[config.mk]
export PLATFORM = sky130hd
export DESIGN_NAME = booth_arbiter
export DESIGN_NICKNAME = d
export VERILOG_FILES = /design/src/rtl/booth_arbiter.sv
export SDC_FILE = /design/constraint.sdc
export NUM_CORES = 1
export LEC_CHECK = 0
export BUFFER_PORTS_ARGS = -buffer_cell sky130_fd_sc_hd__buf_2
export CAP_MARGIN = 5
export CORE_UTILIZATION = 46
export CTS_CLUSTER_DIAMETER = 200
export DETAILED_ROUTE_END_ITERATION = 10
export PLACE_DENSITY = 0.87
export SLEW_MARGIN = 20
export SYNTH_ARGS = -nofsm -noshare
export SYNTH_HDL_FRONTEND = slang
export SYNTH_SLANG_ARGS = --single-unit
[constraint.sdc]
create_clock -name clk -period 2.6 [get_ports clk]
set_clock_uncertainty 0.1 [all_clocks]
set_input_delay 0.52 -clock clk [delete_from_list [all_inputs] [get_ports clk]]
set_output_delay 0.52 -clock clk [all_outputs]
set_load 0.05 [all_outputs]
[src/rtl/booth_arbiter.sv]
// Round-robin front end sharing one sequential Booth multiplier among NREQ requesters.
// A watchdog releases the multiplier if its ready never returns after a start.
module booth_arbiter #(
    parameter int NREQ    = 4,
    parameter int W       = 12,
    parameter int TIMEOUT = 15
) (
    input  logic              clk,
    input  logic              rst_n,
    input  logic [NREQ-1:0]   req,
    input  logic [NREQ*W-1:0] a,
    input  logic [NREQ*W-1:0] b,
    output logic [NREQ-1:0]   ack,
    output logic [NREQ-1:0]   done,
    output logic [2*W-1:0]    result,
    output logic              err,
    output logic              busy,
    output logic              m_start,
    output logic [W-1:0]      m_multiplicand,
    output logic [W-1:0]      m_multiplier,
    input  logic              m_ready,
    input  logic [2*W-1:0]    m_prod
);

    localparam int IW = (NREQ > 1) ? $clog2(NREQ) : 1;
    localparam int CW = (TIMEOUT > 1) ? $clog2(TIMEOUT) : 1;

    localparam logic [1:0] S_IDLE  = 2'd0;
    localparam logic [1:0] S_ISSUE = 2'd1;
    localparam logic [1:0] S_WAIT  = 2'd2;

    logic [1:0]      state_q, state_d;
    logic [IW-1:0]   gnt_q, gnt_d;
    logic [IW-1:0]   last_q, last_d;
    logic [NREQ-1:0] gnt_oh_q, gnt_oh_d;
    logic [CW-1:0]   wdog_q, wdog_d;
    logic [NREQ-1:0] ack_q, ack_d;
    logic [NREQ-1:0] done_q, done_d;
    logic            err_q, err_d;
    logic            start_q, start_d;
    logic [W-1:0]    mcand_q, mcand_d;
    logic [W-1:0]    mplier_q, mplier_d;
    logic [2*W-1:0]  result_q, result_d;

    logic            pick_found;
    logic [IW-1:0]   pick_idx;
    logic [NREQ-1:0] pick_oh;
    logic [W-1:0]    pick_a, pick_b;

    // Search upward from the requester after the last one served, wrapping at NREQ.
    always_comb begin : rr_search
        int            idx;
        logic [IW-1:0] idx_v;
        // NOTE: every combinational output gets a default first so no latch is inferred.
        pick_found = 1'b0;
        pick_idx   = '0;
        pick_oh    = '0;
        idx        = 0;
        idx_v      = '0;
        for (int k = 1; k <= NREQ; k++) begin
            idx = int'(last_q) + k;
            if (idx >= NREQ) idx = idx - NREQ;
            idx_v = IW'(idx);
            if (!pick_found && req[idx_v]) begin
                pick_found = 1'b1;
                pick_idx   = idx_v;
            end
        end
        pick_oh[pick_idx] = pick_found;
    end

    always_comb begin : operand_mux
        pick_a = '0;
        pick_b = '0;
        for (int i = 0; i < NREQ; i++) begin
            if (pick_oh[i]) begin
                pick_a = a[i*W +: W];
                pick_b = b[i*W +: W];
            end
        end
    end

    always_comb begin : next_state
        state_d  = state_q;
        gnt_d    = gnt_q;
        gnt_oh_d = gnt_oh_q;
        last_d   = last_q;
        wdog_d   = wdog_q;
        result_d = result_q;
        ack_d    = '0;
        done_d   = '0;
        err_d    = 1'b0;
        start_d  = 1'b0;
        mcand_d  = '0;
        mplier_d = '0;
        case (state_q)
            S_IDLE: begin
                // The multiplier is not reset with us, so a start waits for its ready.
                if (pick_found && m_ready) begin
                    state_d  = S_ISSUE;
                    gnt_d    = pick_idx;
                    gnt_oh_d = pick_oh;
                    ack_d    = pick_oh;
                    start_d  = 1'b1;
                    mcand_d  = pick_a;
                    mplier_d = pick_b;
                end
            end
            S_ISSUE: begin
                state_d = S_WAIT;
                last_d  = gnt_q;
                wdog_d  = '0;
            end
            S_WAIT: begin
                if (m_ready) begin
                    result_d = m_prod;
                    done_d   = gnt_oh_q;
                    state_d  = S_IDLE;
                end else if (wdog_q == CW'(TIMEOUT - 1)) begin
                    err_d   = 1'b1;
                    state_d = S_IDLE;
                end else begin
                    wdog_d = wdog_q + 1'b1;
                end
            end
            default: state_d = S_IDLE;
        endcase
    end

    // NOTE: sequential state uses non-blocking assignments so all registers update together.
    always_ff @(posedge clk or negedge rst_n) begin
        if (!rst_n) begin
            state_q  <= S_IDLE;
            gnt_q    <= '0;
            gnt_oh_q <= '0;
            last_q   <= IW'(NREQ - 1);
            wdog_q   <= '0;
            ack_q    <= '0;
            done_q   <= '0;
            err_q    <= 1'b0;
            start_q  <= 1'b0;
            mcand_q  <= '0;
            mplier_q <= '0;
            result_q <= '0;
        end else begin
            state_q  <= state_d;
            gnt_q    <= gnt_d;
            gnt_oh_q <= gnt_oh_d;
            last_q   <= last_d;
            wdog_q   <= wdog_d;
            ack_q    <= ack_d;
            done_q   <= done_d;
            err_q    <= err_d;
            start_q  <= start_d;
            mcand_q  <= mcand_d;
            mplier_q <= mplier_d;
            result_q <= result_d;
        end
    end

    assign ack            = ack_q;
    assign done           = done_q;
    assign err            = err_q;
    assign result         = result_q;
    assign busy           = (state_q != S_IDLE);
    assign m_start        = start_q;
    assign m_multiplicand = mcand_q;
    assign m_multiplier   = mplier_q;

endmodule

==> results.yml, run 1 <==
run_status:
  outcome: "finished clean"
drt:
  drt_iter0_drc: 123
  wl_um: 9930
  vias: 3361
  avgRoutedWirePerCell_um: 16.2
  viasPerCell: 5.48
  drt_pre_antenna_iters: 5
  ant_nets: 0
  drc: 0
floorplanning:
  dieHeight_um: 90.8
  coreArea_um2: 7690
  fp.dieArea_um2: 8250
  num_io_pins: 186
  rows: 32
  die_x_um: 90.8
  start_util_pct: 47.2
power_and_ir_drop:
  p_leak_nw: 2.62
  ir_worst_vdd_mv: 0.440
  power.density_nw_per_um2: 1230
grt:
  grt_pass1_wl_um: 15600
  grt_max_degree: 73
  track_usage_pct: 24.5
  overflow: 0
  antenna_found_initial: 0
  grt_pass1_vias: 3295
yosys:
  synthTopCellsByCount: "dfrtp_1 (70), a22o_1 (48), a21oi_1 (28), mux2_2 (24), nor3_1 (24)"
  syn-num-nets: 454
  synthesis.area_um2: 3630
  synth_seq_cells: 72
  synth_edf_count: 0
  yosysTopAreaCellShare_pct: 48.3
  synth_cell_types: 47
  ys.flop_type: "dfrtp_1"
  synth.top_cells.by_area: "dfrtp_1 (48%), a22o_1 (12%), mux2_2 (7.4%)"
  avgSynthCellArea_um2: 11.2
  synth-async-reset-ratio_pct: 100
  yosysWarningCount: 0
  seq_area_frac_synth_pct: 49.7
  yosysTopAreaCell: "dfrtp_1"
  yosysMostFrequentCell: "dfrtp_1"
  syn_inst: 325
finish:
  n_fill_cell: 644
  nets: 635
  syn_to_final_growth_pct: 34.7
  post-route-util_pct: 63.6
  antenna_cells: 0
  design_area_um2: 4890
  drive_above_1_share_pct: 49.5
critical_path:
  crit_start: "last_q[0]"
  critPathCaptureType: "flip-flop"
  cp_max_fo: 13
  r2r_start: "last_q[0]"
  cp-start-kind: "flip-flop"
  critical_path_class: "flip-flop to flip-flop"
  critPathArrivalTime_ns: 2.43
  cp.required_ns: 2.77
sta:
  post-route-min-period_ns: 2.26
  maxSlewViolCount: 0
  fin_crit_sh_pct: 87.0
  slew_headroom_pct: 40.2
  setup_viol: 0
  finalHoldViolations: 0
  worstMarginPinSlew_ns: 0.897
  rsz0062_at_grt: "no"
  max_freq_mhz: 442
  setup_tns_ns: 0
clocking:
  clock_latency_ns: 0.34
  cts_made_buffers: 9
  ctsHoldBuffers: 0
  cts_tree: "built"
  htreeDepth: 3
  cts.sinks: 72
  cts-root-buf: "clkbuf_8"
  path_clk_slew_ns: 0.09
  cts_setup_buffers: 0
  ctsLongestPathBuffers: 2
  cts_resized: 0
min_path:
  holdCritPathClass: "input pin to asynchronous set/reset pin"
run:
  maxCapViolations: 0
placement:
  port_buffers: 185
  hpwl_um: 7210
  globalplace.congestion: 0.843
  place_area_um2: 4640
-- sequential cells by signal, summed over array words and instances (netlist names), 2 cells and up --
| signal | cells |
|---|---|
| wdog_q | 4 |
| state_q | 2 |
| gnt_oh_q | 4 |
| gnt_q | 2 |
| done | 4 |
| result | 24 |
| m_multiplier | 12 |
| last_q | 2 |
| m_multiplicand | 12 |
| ack | 4 |
-- per-stage QoR --
step | std cells | hold WS, ns | total power, mW | worst slack (ns)
3_5_place_dp | 597 | 0.366 | 4.94 | 0.351
5_1_grt | 613 | 0.269 | 6.31 | 0.224
2_1_floorplan | 325 | 0.124 | 4.16 | 0.583
4_1_cts | 613 | 0.230 | 6.04 | 0.362
6_report | 613 | 0.191 | 6.02 | 0.337
3_3_place_gp | 597 | 0.358 | 4.84 | 0.408
-- per-layer routing --
layer  track usage, %  vias to the layer above  share of wire, %
met5                0                        -                 0
met4             11.8                        0               2.9
met3             4.46                       32               7.6
met2             41.5                      186                49
met1             30.1                     1588                41
li1                 -                     1555                 -
-- power by group --
group          internal [mW]  switching, mW  total, mW
combinational          0.990           2.18       3.17
sequential              1.53          0.224       1.75
clock                  0.649          0.446       1.10
-- worst paths after layout --
check | endpoint | slack, ns | cells after the start
worst max-delay path | m_multiplicand[3] | 0.34 | 5
worst max register to register | m_multiplicand[3] | 0.34 | 5
worst min-delay path | wdog_q[1] | 0.19 | 1
worst min register to register | gnt_oh_q[1] | 0.38 | 1
min in group clk | m_multiplicand[7] | 0.30 | 2
max in group asynchronous | result[16] | 1.60 | 1
-- logic make-up (layout without fill, tap and decap cells) --
logic type / count (synthesis) / in the layout / share of synthesized area, %
AOI/OAI and AO/OA: 120 / 120 / 25.8
xor gates and xnor gates: 3 / 3 / 0.724
adders and majority gates: 2 / 2 / 0.690
buffers and inverters: 37 / 223 / 5.62
DFF: 72 / 72 / 49.7
muxes: 26 / 26 / 8.00
and+or+nand+nor: 65 / 65 / 9.41
-- cells in the final DEF (no fill, tap or decap), types with 2 or more instances in the layout --
| cell type | instances |
|---|---|
| a21o_1 | 6 |
| a21oi_1 | 27 |
| a21oi_2 | 2 |
| a22o_1 | 48 |
| buf_2 | 184 |
| buf_4 | 13 |
| bufinv_16 | 3 |
| clkbuf_8 | 9 |
| dfrtp_1 | 70 |
| dfstp_2 | 2 |
| ha_1 | 2 |
| inv_1 | 8 |
| inv_6 | 3 |
| mux2_2 | 24 |
| mux2i_1 | 2 |
| nand2_1 | 13 |
| nand2b_1 | 4 |
| nand3_1 | 6 |
| nor2_1 | 9 |
| nor3_1 | 24 |
| o21ai_0 | 6 |
| o21bai_1 | 19 |
| xor2_1 | 2 |
-- critical path: stages (launching register included) --
cell and delay (ns):
dfstp_2 0.70, mux2i_1 0.18, a221oi_4 0.60, buf_4 0.31, a22o_1 0.15, a22o_1 0.13
-- final cells by class --
class | instances | area [um2] | area share, %
clock inverter | 7 | 125 | 2.56
multi-input combinational | 216 | 1650 | 33.7
inverter | 10 | 40.0 | 0.819
sequential | 72 | 1800 | 36.9
tap | 102 | 128 | 2.61
clock buffer | 9 | 124 | 2.53
timing repair buffer | 197 | 1020 | 20.8
Power figures use the tool's default switching activity.
==> run 2, diff against run 1 <==
--- a/config.mk
+++ b/config.mk
@@ -7,10 +7,11 @@
 export LEC_CHECK = 0
 export BUFFER_PORTS_ARGS = -buffer_cell sky130_fd_sc_hd__buf_2
 export CAP_MARGIN = 5
-export CORE_UTILIZATION = 46
+export CORE_MARGIN = 8
+export CORE_UTILIZATION = 41
 export CTS_CLUSTER_DIAMETER = 200
 export DETAILED_ROUTE_END_ITERATION = 10
-export PLACE_DENSITY = 0.87
+export PLACE_DENSITY = 0.85
 export SLEW_MARGIN = 20
 export SYNTH_ARGS = -nofsm -noshare
 export SYNTH_HDL_FRONTEND = slang
==> constraint.sdc (replaced) <==
create_clock -name clk -period 1.9 [get_ports clk]
set_clock_uncertainty 0.1 [all_clocks]
set_input_delay 0.38 -clock clk [delete_from_list [all_inputs] [get_ports clk]]
set_output_delay 0.38 -clock clk [all_outputs]
set_load 0.05 [all_outputs]
==> run 2 against run 1 <==
Compared with the run above: sequential share of layout area is 2.0 points lower; critical endpoint is now m_multiplier[11]; largest power group unchanged; maximum frequency increased by 16%; design area up 5.6%; the flow now finishes with violations (negative setup slack); global-route usage shrank 6.4 points; register-to-register slack got worse by 0.40 ns.
==> results.yml, run 2 (same netlist as run 1, synthesis figures left out) <==
run_status:
  outcome: "finished, violations left"
  violations: "negative setup slack"
grt:
  grt_max_degree: 50
  track_usage_pct: 18.1
  overflow: 0
  grt_pass1_wl_um: 17100
  antenna_found_initial: 0
  grt_pass1_vias: 3473
power_and_ir_drop:
  ir_worst_vdd_mv: 0.712
  p_leak_nw: 2.75
  power.total_mw: 8.45
  power.density_nw_per_um2: 1640
sta:
  setup_viol: 24
  maxSlewViolCount: 0
  max_freq_mhz: 511
  fin_crit_sh_pct: 103
  slew_headroom_pct: 72.4
  worstMarginPinSlew_ns: 0.414
  post-route-min-period_ns: 1.96
  finalWorstSetupSlack_ns: -0.0581
  rsz0062_at_grt: "yes"
  setup_tns_ns: -0.537
  finalHoldViolations: 0
min_path:
  holdCritStartpoint: "b[44]"
  worstHoldPathCells: 2
  holdCritPathClass: "input pin to flip-flop"
placement:
  place_ws_ns: -0.121
  port_buffers: 185
  globalplace.congestion: 0.859
  hpwl_um: 8710
  place_area_um2: 4860
finish:
  seq_area_um2: 1800
  antenna_cells: 0
  drive_above_1_share_pct: 52.2
  multi_input_area_um2: 1680
  final_common_cell: "buf_2"
  syn_to_final_growth_pct: 42.2
  final_cell_mix: "buf_2 (184), dfrtp_1 (70), a22o_1 (48)"
  post-route-util_pct: 59.8
  design_area_um2: 5160
  n_fill_cell: 746
  largest_reg_flops: 24
  nets: 655
clocking:
  path_clk_slew_ns: 0.08
  cts.sinks: 72
  ctsLongestPathBuffers: 2
  cts_made_buffers: 9
  cts-root-buf: "clkbuf_8"
  htreeDepth: 3
  clock_latency_ns: 0.34
  cts_tree: "built"
floorplanning:
  num_io_pins: 186
  coreArea_um2: 8640
  fp.dieArea_um2: 12100
  start_util_pct: 42.0
  rows: 34
  die_x_um: 110
  dieHeight_um: 110
critical_path:
  cp-start-kind: "flip-flop"
  critPathArrivalTime_ns: 2.08
  crit_start: "last_q[1]"
  cp.required_ns: 2.02
  r2r_start: "last_q[1]"
  reg2regPathDepth: 5
  cp_max_fo: 8
  critical_path_class: "flip-flop to flip-flop"
  critPathCaptureType: "flip-flop"
drt:
  drt_pre_antenna_iters: 4
  vias: 3395
  ant_nets: 0
  drc: 0
  avgRoutedWirePerCell_um: 17.6
  viasPerCell: 5.31
  wl_um: 11300
  drt_iter0_drc: 185
run:
  maxCapViolations: 0
## run 2: cell count changes in the layout (fill, tap and decap cells not counted), moves of 2 or more
| cell | change |
|---|---|
| buf_4 | +7 |
| buf_6 | +5 |
| buf_12 | +7 |
| nor3_2 | +2 |
| nor3_1 | -2 |
## run 2: path summary, 6_finish.rpt
kind,to,slack [ns]
hold / removal,m_multiplier[8],0.16
hold reg to reg,gnt_oh_q[2],0.39
setup reg to reg,m_multiplier[11],-0.06
max in group asynchronous,result[12],0.76
setup / recovery,m_multiplier[11],-0.06
min in group asynchronous,m_multiplier[1],0.39
## run 2: final cells by class
type                            count  share of cell area [%]
Clock buffer                        9                    2.40
Inverter                           10                   0.776
Tap cell                          108                    2.62
Sequential cell                    72                    35.0
Timing Repair Buffer              217                    24.8
Clock inverter                      7                    1.94
Multi-Input combinational cell    216                    32.5
## run 2: layer usage
layer / share of wire (%) / global-route usage, % / wire length (um) / up-vias
met2: 48 / 29.5 / 5450 / 182
met3: 8.9 / 5.52 / 1010 / 18
li1: - / - / - / 1598
met4: 1.9 / 5.69 / 219 / 0
met5: 0 / 0 / 0 / -
met1: 41 / 22.5 / 4600 / 1597
## run 2: critical path: stages (launching register included)
cell and delay (ns):
dfstp_2 0.64, mux2i_2 0.31, a221oi_4 0.15, a22o_1 0.29, a21o_1 0.16, a22o_1 0.20
## run 2: report_power, final
group | total, mW | leakage, nW | switching, mW | internal (mW)
registers | 2.35 | 0.922 | 0.260 | 2.09
clock network | 1.36 | 0.115 | 0.610 | 0.753
logic | 4.74 | 1.71 | 3.10 | 1.63
## run 2: stage by stage
stage               cells  hold WS [ns]
CTS                   638         0.147
detailed placement    619         0.206
global placement      619         0.202
floorplan             325       -0.0156
finish                639         0.157
global route          639         0.127
## run 2: timing repair
action / in CTS / in global routing
hold buffers: 1 / 0
gates cloned: 0 / 1
endpoints found under the hold margin: 21 / 0
buffers inserted: 2 / 0
pin swaps: 6 / 1
setup endpoints to repair: 24 / 27
gates resized for setup: 7 / 5
==> run 3, diff against run 2 <==
--- a/config.mk
+++ b/config.mk
@@ -12,6 +12,7 @@
 export CTS_CLUSTER_DIAMETER = 200
 export DETAILED_ROUTE_END_ITERATION = 10
 export PLACE_DENSITY = 0.85
+export RECOVER_POWER = 50
 export SLEW_MARGIN = 20
 export SYNTH_ARGS = -nofsm -noshare
 export SYNTH_HDL_FRONTEND = slang
==> run 3 against run 2 <==
Compared with the run above: the run still ends with negative setup slack left; register-to-register slack about the same; global-route usage unchanged; count of clock-buffer cells in the layout unchanged; maximum frequency about the same; power decreased by 0.27%; wire length about the same; combinational power about the same; critical endpoint unchanged; largest cell class unchanged.
==> results.yml, run 3 (same netlist as run 1, synthesis figures left out) <==
drt:
  avgRoutedWirePerCell_um: 17.6
  ant_nets: 0
  drt_iter0_drc: 169
  drc: 0
  vias: 3378
  viasPerCell: 5.29
  drt_pre_antenna_iters: 4
  wl_um: 11300
critical_path:
  cp_cell_sequence: "mux2i_2 -> a221oi_4 -> a22o_1 -> a21o_1 -> a22o_1"
  cpLargestDelayFamily: "compound AO/OA/AOI/OAI gates"
  cp_num_buf_inv: 0
  critPathArrivalTime_ns: 2.08
  cp_slowest_cell: "dfstp_2"
  slowest_delay_ns: 0.64
  critical_path_class: "flip-flop to flip-flop"
  r2r_start: "last_q[1]"
  reg2reg_slack_ns: -0.06
  cp-start-kind: "flip-flop"
  cp.required_ns: 2.02
  critPathCaptureType: "flip-flop"
  crit_top_cell: "a22o_1"
  r2r-end: "m_multiplier[11]"
  cp_max_fo: 8
  reg2regPathDepth: 5
grt:
  grt_max_degree: 50
  antenna_found_initial: 0
  track_usage_pct: 18.1
  grt_pass1_vias: 3473
  grt_pass1_wl_um: 17100
  overflow: 0
finish:
  n_fill_cell: 750
  final_common_cell: "buf_2"
  multi_input_area_um2: 1680
  largest_reg_flops: 24
  drive_above_1_share_pct: 52.2
  antenna_cells: 0
  nets: 655
  seq_area_um2: 1800
  final_cell_mix: "buf_2 (184), dfrtp_1 (70), a22o_1 (48)"
  syn_to_final_growth_pct: 41.4
clocking:
  cts.sinks: 72
  path_clk_slew_ns: 0.08
  ctsLongestPathBuffers: 2
  cts-root-buf: "clkbuf_8"
  clock_latency_ns: 0.34
  cts_tree: "built"
  cts_made_buffers: 9
  htreeDepth: 3
min_path:
  min_to: "m_multiplier[8]"
  holdCritStartpoint: "b[44]"
  holdCritPathClass: "input pin to flip-flop"
  worstHoldPathCells: 2
sta:
  hold_ws_ns: 0.158
  fin_crit_sh_pct: 103
  setup_viol: 24
  post-route-min-period_ns: 1.96
  finalHoldViolations: 0
  max_freq_mhz: 511
  rsz0062_at_grt: "yes"
  slew_headroom_pct: 56.3
  finalWorstSetupSlack_ns: -0.0582
  worstMarginPinSlew_ns: 0.656
  maxSlewViolCount: 0
run_status:
  outcome: "finished, violations left"
  violations: "negative setup slack"
floorplanning:
  die_x_um: 110
  start_util_pct: 42.0
  rows: 34
  coreArea_um2: 8640
  dieHeight_um: 110
  fp.dieArea_um2: 12100
  num_io_pins: 186
power_and_ir_drop:
  p_leak_nw: 2.73
  ir_worst_vdd_mv: 0.709
  power.density_nw_per_um2: 1640
  power.total_mw: 8.43
placement:
  place_ws_ns: -0.121
  port_buffers: 185
  hpwl_um: 8710
  globalplace.congestion: 0.859
run:
  maxCapViolations: 0
## run 3: changes by cell type in the layout (fill, tap and decap cells not counted)
cell | before | now
buf_12 | 7 | 5
buf_4 | 20 | 19
buf_6 | 5 | 6
clkbuf_2 | 0 | 2
clkinvlp_2 | 0 | 1
inv_4 | 1 | 0
## run 3: where the power goes
part | switching, mW | total, mW | internal, mW
Sequential | 0.260 | 2.35 | 2.09
Clock | 0.612 | 1.36 | 0.753
Combinational | 3.10 | 4.71 | 1.61
## run 3: worst register-to-register path, cell delays in order (launching register included)
cell and delay (ns):
dfstp_2 0.64, mux2i_2 0.31, a221oi_4 0.15, a22o_1 0.29, a21o_1 0.16, a22o_1 0.20
## run 3: routing by layer
layer,vias up,track usage [%],wire (um)
li1,1595,-,-
met3,20,5.52,995
met2,173,29.5,5480
met5,-,0,0
met4,0,5.69,231
met1,1590,22.5,4580
## run 3: layout make-up
type                            instances  area share [%]
Multi-Input combinational cell        216            32.7
Timing Repair Buffer                  217            24.4
Sequential cell                        72            35.2
Tap cell                              108            2.63
Clock inverter                          7            1.95
Inverter                               10           0.756
Clock buffer                            9            2.41
## run 3: how the worst max path moves through the flow
stage	startpoint	end	slack, ns	depth (start not counted)
finish	last_q[1]	m_multiplier[11]	-0.06	5
global route	last_q[1]	m_multiplier[10]	-0.14	6
CTS	last_q[1]	m_multiplier[11]	-0.04	5
detailed placement	req[0]	m_multiplier[11]	-0.12	8
global placement	req[0]	m_multiplier[11]	-0.08	8
floorplan	last_q[1]	m_multiplicand[0]	0.002	8
## run 3: metrics by stage
stage               instances  cell area, um2  util, %  setup TNS, ns
finish                    639            5130     59.4         -0.500
global route              639            5130     59.4          -3.15
CTS                       638            5140     59.5         -0.589
detailed placement        619            4860     56.3          -2.10
global placement          619            4860     56.3          -1.12
floorplan                 325            3660        -              0
## run 3: timing repair
action,4_1_cts,5_1_grt
buffers inserted,2,0
endpoints found under the hold margin,21,0
pin swaps,6,1
cloned,0,1
hold buffers,1,0
resized for setup,7,5
setup endpoints to repair,24,27
